`config.mk`:
```
export PLATFORM = sky130hd
export DESIGN_NAME = trap_ctrl
export DESIGN_NICKNAME = d
export VERILOG_FILES = /design/src/rtl/trap_ctrl.sv
export SDC_FILE = /design/constraint.sdc
export NUM_CORES = 1
export LEC_CHECK = 0
export ABC_AREA = 1
export CORE_AREA = 2 2 141 143
export DETAILED_ROUTE_END_ITERATION = 6
export DIE_AREA = 0 0 143 145
export PLACE_DENSITY = 0.9
export RECOVER_POWER = 50
export SETUP_SLACK_MARGIN = 0.4
export SLEW_MARGIN = 20
export SYNTH_ARGS = -nofsm -noshare
export SYNTH_HDL_FRONTEND = slang
export SYNTH_SLANG_ARGS = --single-unit
export TNS_END_PERCENT = 1
```
`constraint.sdc`:
```
create_clock -name clk_i -period 2.5 [get_ports clk_i]
set_clock_uncertainty 0.15 [all_clocks]
set_input_delay 0.375 -clock clk_i [delete_from_list [all_inputs] [get_ports clk_i]]
set_output_delay 0.375 -clock clk_i [all_outputs]
set_load 0.02 [all_outputs]
```
`src/rtl/trap_ctrl.sv`:
```
// Machine-mode trap sequencer: arbitrates interrupt / exception / mret at commit,
// drives one CSR exception write, then one PC redirect with flush.
module trap_ctrl #(
  parameter logic [31:0] RESET_PC = 32'h0000_0000
) (
  input  logic        clk_i,
  input  logic        rst_i,
  input  logic        commit_valid_i,
  input  logic [31:0] commit_pc_i,
  input  logic        exc_valid_i,
  input  logic [3:0]  exc_code_i,
  input  logic [31:0] exc_tval_i,
  input  logic        mret_i,
  input  logic        irq_ext_i,
  input  logic        irq_sw_i,
  input  logic        irq_timer_i,
  input  logic [31:0] mstatus_i,
  input  logic [31:0] mie_i,
  input  logic [31:0] mtvec_i,
  input  logic [31:0] mepc_i,
  output logic        we_exc_o,
  output logic [31:0] mcause_o,
  output logic [31:0] mepc_o,
  output logic [31:0] mstatus_o,
  output logic [31:0] mtval_o,
  output logic        ack_o,
  output logic        busy_o,
  output logic        flush_o,
  output logic        redirect_o,
  output logic [31:0] target_o
);

  typedef enum logic [1:0] {
    IDLE     = 2'd0,
    TRAP_WR  = 2'd1,
    MRET_WR  = 2'd2,
    REDIRECT = 2'd3
  } state_e;

  state_e      state_q, state_d;
  logic [31:0] cause_q, cause_d;
  logic [31:0] epc_q, epc_d;
  logic [31:0] tval_q, tval_d;
  logic [31:0] mstat_q, mstat_d;
  logic [31:0] target_q, target_d;

  logic [2:0]  pend;
  logic        irq_take, exc_take, mret_take, accept, idle;
  logic [31:0] irq_cause, base, vec_target, trap_mstatus, mret_mstatus;

  always_comb begin
    pend      = {irq_ext_i & mie_i[11], irq_sw_i & mie_i[3], irq_timer_i & mie_i[7]};
    irq_take  = mstatus_i[3] & (|pend) & commit_valid_i;
    exc_take  = ~irq_take & commit_valid_i & exc_valid_i;
    mret_take = ~irq_take & commit_valid_i & ~exc_valid_i & mret_i;
    accept    = irq_take | exc_take | mret_take;

    if (pend[2])      irq_cause = 32'h8000_000B;
    else if (pend[1]) irq_cause = 32'h8000_0003;
    else              irq_cause = 32'h8000_0007;

    // Vectored mode only offsets interrupts; exceptions always land on base.
    base       = {mtvec_i[31:2], 2'b00};
    vec_target = (mtvec_i[1:0] == 2'b01) ? base + {26'b0, irq_cause[3:0], 2'b00} : base;

    trap_mstatus        = mstatus_i;
    trap_mstatus[7]     = mstatus_i[3];
    trap_mstatus[3]     = 1'b0;
    trap_mstatus[12:11] = 2'b11;

    mret_mstatus        = mstatus_i;
    mret_mstatus[3]     = mstatus_i[7];
    mret_mstatus[7]     = 1'b1;
    mret_mstatus[12:11] = 2'b11;
  end

  always_comb begin
    state_d  = state_q;
    cause_d  = cause_q;
    epc_d    = epc_q;
    tval_d   = tval_q;
    mstat_d  = mstat_q;
    target_d = target_q;
    case (state_q)
      IDLE: begin
        if (irq_take) begin
          cause_d  = irq_cause;
          epc_d    = commit_pc_i;
          tval_d   = 32'h0;
          mstat_d  = trap_mstatus;
          target_d = vec_target;
          state_d  = TRAP_WR;
        end else if (exc_take) begin
          cause_d  = {28'b0, exc_code_i};
          epc_d    = commit_pc_i;
          tval_d   = exc_tval_i;
          mstat_d  = trap_mstatus;
          target_d = base;
          state_d  = TRAP_WR;
        end else if (mret_take) begin
          // mcause/mtval keep their last captured values as pass-through data.
          epc_d    = mepc_i;
          mstat_d  = mret_mstatus;
          target_d = mepc_i;
          state_d  = MRET_WR;
        end
      end
      TRAP_WR, MRET_WR: state_d = REDIRECT;
      default:          state_d = IDLE;
    endcase
  end

  always_ff @(posedge clk_i) begin
    if (rst_i) begin
      state_q  <= IDLE;
      cause_q  <= 32'h0;
      epc_q    <= 32'h0;
      tval_q   <= 32'h0;
      mstat_q  <= 32'h0;
      target_q <= RESET_PC;
    end else begin
      state_q  <= state_d;
      cause_q  <= cause_d;
      epc_q    <= epc_d;
      tval_q   <= tval_d;
      mstat_q  <= mstat_d;
      target_q <= target_d;
    end
  end

  // Strobes are gated by rst_i so a reset cycle never emits a write or redirect.
  always_comb begin
    idle       = (state_q == IDLE);
    busy_o     = ~idle;
    ack_o      = ~rst_i & idle & accept;
    we_exc_o   = ~rst_i & ((state_q == TRAP_WR) | (state_q == MRET_WR));
    redirect_o = ~rst_i & (state_q == REDIRECT);
    flush_o    = ack_o | redirect_o;
    mcause_o   = we_exc_o ? cause_q : 32'h0;
    mepc_o     = we_exc_o ? epc_q : 32'h0;
    mstatus_o  = we_exc_o ? mstat_q : 32'h0;
    mtval_o    = we_exc_o ? tval_q : 32'h0;
    target_o   = redirect_o ? target_q : RESET_PC;
  end

endmodule

```
# --- Word level (Yosys, flattened, before mapping) ---
# Cells that the tools add are included.
totals:
  ff_bits: 162
  out_inout_bits: 165
  wordCells: 64
  inputBits: 204
op_classes:
  reduce_logical: 7
  mux: 24
  n_addsub: 1
  bitwise_logic: 21
  eq_ne: 5
op_table:
  columns: ["op", "n"]
  rows:
  - ["$mux W32", 18]
  - ["$add A32 B6 Y32", 1]
  - ["$and A1 B1 Y1", 13]
  - ["$mux W2", 3]
  - ["$eq A2 B1 Y1 const B", 2]
  - ["$eq A2 B2 Y1 const B", 2]
  - ["$mux W4", 1]
  - ["$ne A4 B4 Y1 const B", 1]
  - ["$not A1 Y1", 4]
  - ["$or A1 B1 Y1", 4]
  - ["$pmux W2 S2", 1]
  - ["$reduce_and A2 Y1", 2]
  - ["$mux W3", 1]
  - ["$reduce_bool A3 Y1", 1]
  - ["$reduce_or A3 Y1", 1]
  - ["$logic_not A2 Y1", 1]
  - ["$reduce_bool A2 Y1", 1]
  - ["$reduce_or A2 Y1", 1]

# --- Longest topological paths before layout ---
logic_depth:
  word_depth: 12
  ltp_mapped: 15
  depth_no_buf: 15

# --- Worst setup path after synthesis ---
# Ideal clock, no wire load.
synth_timing:
  path_kind: "reg-to-output"
  startpoint: "register state_q[0]"
  endpoint: "output port mstatus_o[12]"
  path_slack_ps: 18
  t_arrival_ps: 1957
  path_buffers: 2
  required_time_ps: 1975
  stages_incl_launch_ff: 9
  cell_sequence: "dfxtp_1 -> inv_1 -> ha_1 -> inv_1 -> nor2_1 -> inv_2 -> clkbuf_1 -> nor2_1 -> buf_4"
synth_via:
  elab_chain_len: 4
  word_cells_on_any_way: 5
  classes_between: "eq/ne (2); mux (1); bitwise (2)"
synth_lines:
  columns: ["item", "line_no", "source"]
  rows:
  - ["start, declared", "40", "state_e state_q, state_d;"]
  - ["start signal, assigned", "122", "state_q <= state_d;"]
  - ["$eq A2 B1 Y1 / $eq A2 B2 Y1 (equally long branches)", "136", "we_exc_o = ~rst_i & ((state_q == TRAP_WR) | (state_q == MRET_WR));"]
  - ["$or A1 B1 Y1 (*)", "136", null]
  - ["$and A1 B1 Y1 (*)", "136", null]
  - ["via we_exc_o", "21", "output logic we_exc_o,"]
  - ["$mux W32 (*)", "141", "mstatus_o = we_exc_o ? mstat_q : 32'h0;"]
  - ["end, declared", "24", "output logic [31:0] mstatus_o,"]
# Mark *: on every way through the listed nets, which the timed path passes. The rest lies on a longest branch.

# --- Final worst setup path ---
layout_timing:
  startpoint: "register state_q[1]"
  endpoint: "output port mstatus_o[27]"
layout_via:
  elab_chain_len: 4
  word_cells_on_any_way: 5
  classes_between: "eq/ne (2); mux (1); bitwise (2)"
layout_lines:
  columns: ["item", "line_no"]
  rows:
  - ["$eq A2 B1 Y1 / $eq A2 B2 Y1 (equally long branches)", "136"]
  - ["$or A1 B1 Y1 (*)", "136"]
  - ["$and A1 B1 Y1 (*)", "136"]
  - ["$mux W32 (*)", "141"]
# Every way passes the cells marked *; elsewhere a longest branch is shown, timed or not.

==> impl_metrics.csv <==
group,metric,value,unit
logic_synthesis,synth_cells,1222,
clock_network,htree_levels,4,
clock_network,postCtsSetupBuffers,0,
detailed_routing,dr.pass1.iters,5,
sta,tightest_slew,0.858,ns
critical_path,path_max_fanout,48,
global_routing,grtUsageMet2,46.2,%
sta,finalCritPeriodShare,97.1,%
critical_path,crit_chain,"inv_1 -> ha_1 -> inv_2 -> nor2_4 -> clkinv_4 -> buf_12 -> nor2_1 -> buf_4",
clock_network,cts_tree,"built",
global_routing,use_met3,5.28,%
global_routing,use_met1,33.2,%
global_routing,grt_first_pass_wirelength,45300,µm
sta,setup_viol,0,
layout,layout_common_cells,"nand2_1, inv_1, nor2_1",
global_routing,top_usage_layer,"met2",
logic_synthesis,synthArstFlopShare,0,%
clock_network,cts_sinks,134,
logic_synthesis,ys_ff_latch,134,
sta,fmax,412,MHz
global_routing,gr-total-overflow,0,
sta,period_needed,2.43,ns
critical_path,slowest_stage,"dfxtp_2",
global_routing,antenna_found_initial,1,
logic_synthesis,ys_types,38,
detailed_routing,wire_per_inst,16.4,µm
floorplan,io_pins,369,
critical_path,critPathTopFamily,"buffers and inverters",
logic_synthesis,avgSynthCellArea,6.54,µm²
power,clkPwrFrac,26.7,%
power,p_leak,5.29,nW
floorplan,dieWidth,143,µm
layout,final_common_cell,"nand2_1",
sta,slew_headroom,42.8,%
power,power_frac_seq,31.0,%
run,max-cap-violations,0,
clock_network,cts_made_buffers,17,
logic_synthesis,yosysSeqAreaShare,33.6,%
worst_hold_path,hold_start,"rst_i",
detailed_routing,drcViolationCount,0,
clock_network,clk_pin_slew,0.06,ns
placement,dp_hpwl,21900,µm
sta,finalWorstSetupSlack,0.0717,ns
logic_synthesis,syn_area,7990,µm²
placement,port_buffers,310,
sta,rsz0062_at_grt,"yes",
critical_path,critPathArrivalTime,1.90,ns
worst_hold_path,min_path_type,"primary input to flip-flop",
clock_network,worstSkewPairLatency,0.42,ns
critical_path,r2r_start,"state_q[0]",
logic_synthesis,synthFlopType,"dfxtp_1",
critical_path,crit_start,"state_q[1]",
floorplan,die_area,20700,µm²
clock_network,clock_path_buffers,2,
sta,hold_violations,0,
floorplan,fp.dieH,145,µm
power,power.switching,3.78,mW
logic_synthesis,synth_edf_count,0,
placement,placedCellCount,1794,
placement,gpl.final_weighted_congestion,0.960,
detailed_routing,drt_iter0_drc,660,
power,swShare,40.2,%
power,peakVddDrop,0.433,mV
layout,post_layout_nonfiller_instances,1828,
layout,syn2layout_area_growth,54.3,%
sta,slew_violations,0,
global_routing,grt_pass1_vias,8960,
power,combPwrFrac,42.3,%
critical_path,start_kind,"flip-flop",
global_routing,track_usage,27.4,%
floorplan,start_util,41.6,%
detailed_routing,antenna_left,0,
critical_path,cp_num_buf_inv,5,
global_routing,grt_max_degree,64,
layout,drive_above_1_share,22.2,%
power,p_int,5.63,mW
critical_path,required,1.98,ns
critical_path,worstSetupPathType,"flip-flop to output pin",
detailed_routing,vias,9304,
layout,final_nets,1759,
floorplan,fp-row-count,51,
detailed_routing,vias_per_cell,5.09,
floorplan,core,19200,µm²
critical_path,worstSetupEndpointType,"output pin",
detailed_routing,routed_wl,29900,µm
placement,place_ws,-0.262,ns
logic_synthesis,ys_warn_count,0,
power,powerDensity,763,nW/µm²
critical_path,cpPeakStageDelay,0.34,ns
outcome,outcome,"completed",
clock_network,cts_root_buffer,"clkbuf_16",
worst reg2reg max path, delay by kind of cell, from the launching register on:
kind                     cells  cell delay, ns
flip-flops                   1            0.32
adder cells (fa/ha/maj)      1            0.35
AO/OA/AOI/OAI                1            0.12
buffers and inverters        5            0.91
AND/OR/NAND/NOR              2            0.32
synth_stat cells, types with 3 or more instances:
| cell type | count | area, µm² |
|---|---|---|
| buf_1 | 4 | 15.0 |
| nand3_1 | 42 | 210 |
| nand2_4 | 4 | 45.0 |
| a31oi_1 | 18 | 113 |
| and2_1 | 5 | 31.3 |
| inv_1 | 201 | 754 |
| buf_2 | 24 | 120 |
| buf_4 | 30 | 225 |
| o21bai_1 | 3 | 22.5 |
| nand4_1 | 7 | 43.8 |
| clkbuf_1 | 32 | 120 |
| nor3_1 | 4 | 20.0 |
| nand2_1 | 203 | 762 |
| buf_6 | 8 | 90.1 |
| nor2_1 | 218 | 818 |
| a21oi_1 | 88 | 440 |
| a211oi_1 | 32 | 240 |
| o211ai_1 | 19 | 143 |
| nand3_2 | 5 | 50.1 |
| dfxtp_1 | 134 | 2680 |
| nand2_2 | 3 | 18.8 |
| inv_2 | 6 | 22.5 |
| a211oi_2 | 34 | 425 |
| o21ai_1 | 7 | 35.0 |
| o21ai_0 | 68 | 340 |
| nor2_2 | 3 | 18.8 |
| ha_1 | 6 | 75.1 |
layer usage:
metal,vias to the layer above,wire (µm)
li1,4485,-
met1,4299,12000
met2,431,14400
met3,89,2280
met4,0,1220
met5,-,0
layout make-up:
class                           instances  area, µm²
Antenna cell                            1       2.50
Clock buffer                           17        425
Clock inverter                         15        156
Fill cell                            1618       6870
Inverter                              208        788
Multi-Input combinational cell        808       4410
Sequential cell                       134       2690
Tap cell                              265        332
Timing Repair Buffer                  380       3530
metrics by stage:
step                power, mW  utilization (%)  hold WS [ns]  TNS [ns]  cell area, µm²
finish                   9.41             64.2         0.208         0           12300
floorplan                5.22                -         0.280         0            8100
global placement         6.72             60.7         0.292     -3.98           11700
detailed placement       6.85             60.7         0.296     -5.32           11700
CTS                      9.21             61.5         0.190         0           11800
global route             9.90             64.2         0.225         0           12300
cells by family (layout without fill, tap and decap cells):
group | after synthesis | after routing | synth area share [%]
adder cells (fa/ha/maj) | 6 | 6 | 0.939
flip-flops | 134 | 134 | 33.6
AO/OA/AOI/OAI | 273 | 273 | 22.4
XOR/XNOR | 2 | 2 | 0.219
AND/OR/NAND/NOR | 499 | 500 | 25.8
buffers and inverters | 307 | 620 | 17.0
other | 1 | 28 | 0.0469
power by group through the flow:
| stage | logic (mW) | registers (mW) | clock network (mW) |
|---|---|---|---|
| after floorplan | 2.34 | 2.88 | 0 |
| after global placement | 3.80 | 2.92 | 0 |
| after detailed placement | 3.90 | 2.95 | 0 |
| after CTS | 3.76 | 2.90 | 2.54 |
| after global routing | 4.31 | 2.96 | 2.62 |
| final | 3.98 | 2.92 | 2.51 |
repair_timing:
item,4_1_cts,5_1_grt
hold endpoints to repair,0,0
hold buffers,0,0
resized for setup,512,309
endpoints found under the setup margin,167,185
pin swaps,0,51
gates cloned,0,1
state kept, by name (all words and copies together) (netlist names):
register / cells
cause_q: 5
target_q: 32
state_q: 2
epc_q: 32
tval_q: 32
mstat_q: 31
final timing paths:
check / depth (start not counted) / slack [ns] / to
max: 8 / 0.07 / mstatus_o[27]
min: 3 / 0.21 / state_q[0]
max reg2reg: 9 / 0.22 / epc_q[22]
min reg2reg: 2 / 0.30 / cause_q[3]
Note: power is estimated with default switching activity, not from simulation.
